$ cat config.mk
export PLATFORM = sky130hd
export DESIGN_NAME = hazard_unit_mc
export DESIGN_NICKNAME = d
export VERILOG_FILES = /design/src/rtl/hazard_unit_mc.sv
export SDC_FILE = /design/constraint.sdc
export NUM_CORES = 1
export LEC_CHECK = 0
export CELL_PAD_IN_SITES_DETAIL_PLACEMENT = 1
export CELL_PAD_IN_SITES_GLOBAL_PLACEMENT = 2
export CORE_ASPECT_RATIO = 0.75
export CORE_UTILIZATION = 26
export DETAILED_ROUTE_END_ITERATION = 7
export PLACE_DENSITY = 0.9
export SLEW_MARGIN = 10
export SYNTH_ARGS = -nofsm -noshare
export SYNTH_HDL_FRONTEND = slang
export SYNTH_SLANG_ARGS = --single-unit
export TNS_END_PERCENT = 50
$ cat constraint.sdc
create_clock -name clk -period 3.3 [get_ports clk]
set_input_delay 0.66 -clock clk [delete_from_list [all_inputs] [get_ports clk]]
set_output_delay 0.66 -clock clk [all_outputs]
set_load 0.005 [all_outputs]
$ cat src/rtl/hazard_unit_mc.sv
// Hazard controller for the 5-stage RISC-V pipeline.
// Handles E-stage operand forwarding, load-use stalls and branch flushes.
// A small FSM holds multi-cycle execute ops (mul/div) in E.
// Saturating counters track stall and flush cycles.
module hazard_unit_mc #(
  parameter int REG_AW     = 5,
  parameter int MC_LATENCY = 4,
  parameter int COUNT_W    = 16
) (
  input  logic               clk,
  input  logic               reset,
  input  logic [REG_AW-1:0]  Rs1D,
  input  logic [REG_AW-1:0]  Rs2D,
  input  logic [REG_AW-1:0]  Rs1E,
  input  logic [REG_AW-1:0]  Rs2E,
  input  logic [REG_AW-1:0]  RdE,
  input  logic [REG_AW-1:0]  RdM,
  input  logic [REG_AW-1:0]  RdW,
  input  logic               RegWriteM,
  input  logic               RegWriteW,
  input  logic               ResultSrcE,
  input  logic               PCSrcE,
  input  logic               McStartE,
  output logic [1:0]         ForwardAE,
  output logic [1:0]         ForwardBE,
  output logic               StallF,
  output logic               StallD,
  output logic               StallE,
  output logic               FlushD,
  output logic               FlushE,
  output logic               FlushM,
  output logic               McBusy,
  output logic [COUNT_W-1:0] StallCount,
  output logic [COUNT_W-1:0] FlushCount
);

  typedef enum logic {IDLE = 1'b0, BUSY = 1'b1} state_t;

  // A latency of 1 means the op finishes in its single E cycle, so the FSM never engages.
  localparam logic       MC_EN   = (MC_LATENCY > 1);
  localparam logic [7:0] MC_LOAD = 8'(MC_LATENCY - 1);

  state_t     state;
  logic [7:0] cnt;
  logic       lw_stall;
  logic       mc_stall;

  // Pick the forwarding source for one E-stage operand; M is newer so it wins over W.
  function automatic logic [1:0] fwd_sel(
    input logic [REG_AW-1:0] rs,
    input logic [REG_AW-1:0] rd_m,
    input logic              we_m,
    input logic [REG_AW-1:0] rd_w,
    input logic              we_w
  );
    logic [1:0] sel;
    sel = 2'b00;
    if (rs != '0) begin
      if (we_m && (rs == rd_m))      sel = 2'b10;
      else if (we_w && (rs == rd_w)) sel = 2'b01;
    end
    return sel;
  endfunction

  // Raw hazard conditions; the multi-cycle hold outranks everything else.
  always_comb begin
    lw_stall = ResultSrcE && (RdE != '0) && ((Rs1D == RdE) || (Rs2D == RdE));
    mc_stall = ((state == IDLE) && McStartE && MC_EN) ||
               ((state == BUSY) && (cnt > 8'd1));
  end

  // Pipeline control outputs, all held inactive while reset is asserted.
  always_comb begin
    ForwardAE = 2'b00;
    ForwardBE = 2'b00;
    StallF    = 1'b0;
    StallD    = 1'b0;
    StallE    = 1'b0;
    FlushD    = 1'b0;
    FlushE    = 1'b0;
    FlushM    = 1'b0;
    McBusy    = 1'b0;
    if (!reset) begin
      ForwardAE = fwd_sel(Rs1E, RdM, RegWriteM, RdW, RegWriteW);
      ForwardBE = fwd_sel(Rs2E, RdM, RegWriteM, RdW, RegWriteW);
      StallF    = lw_stall || mc_stall;
      StallD    = lw_stall || mc_stall;
      StallE    = mc_stall;
      FlushM    = mc_stall;
      // A taken branch waits until the held op releases E before flushing.
      FlushD    = PCSrcE && !mc_stall;
      FlushE    = (lw_stall || PCSrcE) && !mc_stall;
      McBusy    = (state == BUSY);
    end
  end

  // Multi-cycle op FSM: cnt counts remaining E cycles after the first one.
  always_ff @(posedge clk) begin
    if (reset) begin
      state <= IDLE;
      cnt   <= 8'd0;
    end else begin
      case (state)
        IDLE: begin
          // McStartE is only honoured here; in BUSY the held op keeps driving it.
          if (McStartE && MC_EN) begin
            state <= BUSY;
            cnt   <= MC_LOAD;
          end
        end
        BUSY: begin
          if (cnt > 8'd1) begin
            cnt <= cnt - 8'd1;
          end else begin
            state <= IDLE;
            cnt   <= 8'd0;
          end
        end
        default: begin
          state <= IDLE;
          cnt   <= 8'd0;
        end
      endcase
    end
  end

  // Saturating performance counters for stall and flush cycles.
  always_ff @(posedge clk) begin
    if (reset) begin
      StallCount <= '0;
      FlushCount <= '0;
    end else begin
      if (StallF && (StallCount != '1)) StallCount <= StallCount + COUNT_W'(1);
      if (FlushD && (FlushCount != '1)) FlushCount <= FlushCount + COUNT_W'(1);
    end
  end

endmodule

Word level (Yosys, flattened, before mapping)
Index checks and enable logic that the tools add are counted.
- $add $sub $neg: 3
- magnitude comparators: 1
- equal/unequal tests: 9
- multiplexer cells: 19
- bitwise operators: 1
- reduce and logical (&&, ||, !) cells: 20
- operators by type and width (cell ; number):
    16-bit by 1-bit adder with 16-bit output, second input constant ; 2
    16-bit != test, second input constant ; 2
    5-bit == test ; 6
    8-bit two-way mux ; 2
    8-bit case mux with 2 select lines ; 1
    5-bit nonzero test ; 3
    1-bit logical AND ; 12
    2-bit two-way mux ; 6
    1-bit two-way mux ; 9
    8-bit by 1-bit greater-than comparator with 1-bit output, second input constant ; 1
    8-bit by 1-bit subtractor with 8-bit output, second input constant ; 1
    1-bit logical OR ; 4
    2-bit != test, second input constant ; 1
    1-bit case mux with 2 select lines ; 1
    1-bit zero test ; 1
    1-bit inverter ; 1
- register bits: 41
- input bits: 42
- output and inout port bits: 43
- logic and storage cells: 57

Depth between registers and ports, before layout
- word-level depth: 7
- depth in mapped cells: 10

Least setup slack after synthesis
Ideal clock, no wire load.
- path type: input port to output port
- from: input RdE[1]
- to: output StallF
- arrival: 2.073 ns
- data required time: 2.640 ns
- slack: 0.567 ns
- stages on the path: 7
- path buffers: 3
- path through: or4_1 -> o21a_1 -> a21oi_2 -> buf_4 -> buf_4 -> nor2_1 -> buf_4
- cells in the longest elaborated chain, start to end: 5
- ends and longest elaborated chain (item ; line ; source):
    from (decl) ; 16 ; input logic [REG_AW-1:0] RdE,
    5-bit == test / 5-bit nonzero test (equally long branches) ; 67 ; lw_stall = ResultSrcE && (RdE != '0) && ((Rs1D == RdE) || (Rs2D == RdE));
    1-bit logical OR / 1-bit logical AND (equally long branches) ; 67 ;
    1-bit logical AND (*) ; 67 ;
    1-bit logical OR (*) ; n/a ;
    1-bit two-way mux (*) ; n/a ;
    to (decl) ; 26 ; output logic StallF,
Mark *: on every way between the ends. The rest lies on a longest branch, timed or not.

Final worst setup path
- from: input Rs1E[2]
- to: output ForwardAE[0]
- cells in the longest elaborated chain, start to end: 6
- ends and longest elaborated chain (item ; line ; source):
    from (decl) ; 14 ; input logic [REG_AW-1:0] Rs1E,
    5-bit == test ; 60 ; else if (we_w && (rs == rd_w)) sel = 2'b01;
    1-bit logical AND ; 60 ;
    1-bit two-way mux ; 60 ;
    2-bit two-way mux ; 59 ; if (we_m && (rs == rd_m)) sel = 2'b10;
    2-bit two-way mux (*) ; 58 ; if (rs != '0) begin
    2-bit two-way mux (*) ; 83 ; if (!reset) begin
    to (decl) ; 24 ; output logic [1:0] ForwardAE,
Marked as above.

==> impl_results.md <==
* Slowest CP cell: or4_1
* Max Transition Viols Final at 0
* Drt pass-1 iters at 4
* Crit-path cells: clkdlybuf4s50_1 > or4_1 > nor2_1 > a2111oi_0 > and3_1 > clkdlybuf4s50_1
* Initial DRC Count at 61
* Fin crit share at 0.976
* Initial antenna violation count at 0
* Die area at 0.0103 mm²
* Synth Instances at 318
* Post-layout min period at 3.22 ns
* Cts hold-fix bufs at 0
* Vias in the first global route at 2596
* Placed Cells at 527
* Worst-Skew Late Latency at 0.29 ns
* Initial Util at 0.268
* Port bufs at 84
* Post-Synthesis Cell Area at 0.00257 mm²
* Tightest Hold Check Type: reg -> reg
* Worst Path Max Fanout at 3
* Die height at 88.2 µm
* Setup bufs post-CTS at 0
* Clock Path Buffers at 2
* Antenna diodes at 0
* Die X at 117 µm
* CTS Buf Count at 5
* Worst setup SP type: input port
* Core Box Area at 0.00962 mm²
* Final Net Count at 448
* Hold Fails Final Rpt at 0
* Top cells by count, synth: 41 x dfxtp_1, 29 x nor2_1, 23 x nand2_1, 20 x a21oi_1
* Max_cap viols at 0
* Area grow syn2layout at 45.3%
* Share of flip-flops with an asynchronous set or reset at 0
* Detailed placer's ending HPWL at 5970 µm
* Worst reg-to-reg setup slack at 0.73 ns
* Flops & latches, synth at 41
* Power Total at 1370 µW
* Post-route ant nets at 0
* Share of layout cells above drive strength 1 at 0.0868
* Ys flop type: dfxtp_1
* Worst VDD drop at 0.000187 V
* R2R cell count at 9
* Syn avg cell area at 8.09 µm²
* Pwr/cell area at 367 mW/mm²
* Clock-pin slew of the registers on the worst-case setup and hold paths at 0.06 ns
* Slew @ Worst Pin at 0.796 ns
* Outcome: completed
* Global-route wire length before repair at 12400 µm
* Mapped Nets at 364
* Slowest Stage Delay on Critical Path at 0.54 ns
* # DRC at 0
* Clock skew at 0.00778 ns
* Yosys top cell area share at 0.319
* Yosys warns at 0
* Largest net degree at the start of global routing at 47
* Area contributors post-synth: dfxtp_1 32%, xnor2_1 6.1%, xor2_1 6.1%, nor2_1 4.2%, a21oi_1 3.9%
* Overflow after GRT at 0
* Required time worst endpoint at 2.64 ns
* Cell Area, Placed at 0.00358 mm²
* Non-filler cells, final at 535
* Seq/Total Area, Yosys at 0.319
* Hold path cells at 2
* CTS Root Cell: clkbuf_16
* I/O pin count at 85
* Worst relative slew slack at 0.464
* Netlist cell types at 49
* Leakage at 0.00134 µW
* Routed length per instance at 14.7 µm
* CTS tree: built
* Clk sinks at 41
* Cell type with the largest total area after synthesis: dfxtp_1
* GRT Overall Usage at 0.155
* Final setup fails at 0
* Setup CP Type: in -> out
* Final Instance Area at 0.00374 mm²
* Most used cell, CP: clkdlybuf4s50_1
* Std cell rows at 31
* Via count at 2648
* DRT Wirelength at 7880 µm
* Critical Path AT at 2.56 ns
* Vias/cell at 4.95
* Most numerous cell in the Yosys netlist: dfxtp_1
* Number of synthesized flops with an enable pin at 0
* F_max at 310 MHz
* Gp weighted congestion at 0.771
* H-Tree Depth at 2
* Crit. End Element: primary output
-- where the power goes --
| group | switching, µW | internal, µW |
|---|---|---|
| Clock | 202 | 277 |
| Sequential | 31.1 | 518 |
| Combinational | 175 | 170 |
-- metrics by stage --
step	setup slack [ns]	hold WS [ns]	utilization	setup TNS (ns)
after CTS	0.0112	0.514	0.386	0
after global routing	-0.0406	0.535	0.389	-0.0406
after global placement	0.0169	0.481	0.372	0
after detailed placement	-0.0154	0.501	0.372	-0.0293
final	0.0787	0.511	0.389	0
after floorplan	0.567	0.450	-	0
-- final timing paths --
| path | startpoint | end |
|---|---|---|
| max | Rs1E[2] | ForwardAE[0] |
| min | StallCount[1] | StallCount[1] |
| max reg2reg | cnt[0] | StallCount[7] |
| min reg2reg | StallCount[1] | StallCount[1] |
-- critical path, delay by kind of cell --
kind,cells,cell delay [ns]
AO/OA/AOI/OAI,1,0.09
buffers and inverters,2,0.91
AND/OR/NAND/NOR,3,0.90
-- state kept, by name, summed over array words and instances (netlist names) --
register    count
FlushCount     16
StallCount     16
cnt             8
state           1
-- logic make-up after synthesis --
kind of cell	count (synthesis)	synth area share
and+or+nand+nor	140	0.301
AOI/OAI and AO/OA	65	0.167
DFF	41	0.319
xor gates and xnor gates	36	0.123
buffers and inverters	26	0.0457
muxes	6	0.0253
adders and majority gates	4	0.0194
-- cell usage in the layout, fill, tap and decap left out, types with 8 or more instances in the layout --
master / synthesis / final
inv_1: 11 / 11
clkdlybuf4s50_1: 0 / 78
or3_1: 11 / 11
or4_1: 8 / 8
nand3_1: 15 / 15
nor2_1: 29 / 29
dfxtp_1: 41 / 41
nand2_1: 23 / 23
a21oi_1: 20 / 20
nor4_1: 10 / 10
o31ai_1: 8 / 8
o21ai_0: 14 / 14
xnor2_1: 18 / 18
xor2_1: 18 / 18
-- timing repair --
action	in CTS	in global routing
pin swaps	2	2
gates resized for setup	3	6
endpoints found under the setup margin	3	6
-- metal layers --
layer  vias up  global-route usage  part of all wire
met1      1247               0.207              0.49
met4         0              0.0483             0.012
met5         -                   0                 0
met2        69               0.252              0.44
li1       1325                   -                 -
met3         7              0.0311             0.058
-- cell type report --
class / instances / area [µm²]
Clock buffer: 5 / 125
Clock inverter: 3 / 17.5
Fill cell: 1193 / 5880
Inverter: 11 / 41.3
Multi-Input combinational cell: 251 / 1650
Sequential cell: 41 / 821
Tap cell: 132 / 165
Timing Repair Buffer: 92 / 917
Note: power is estimated with default switching activity, not from simulation.
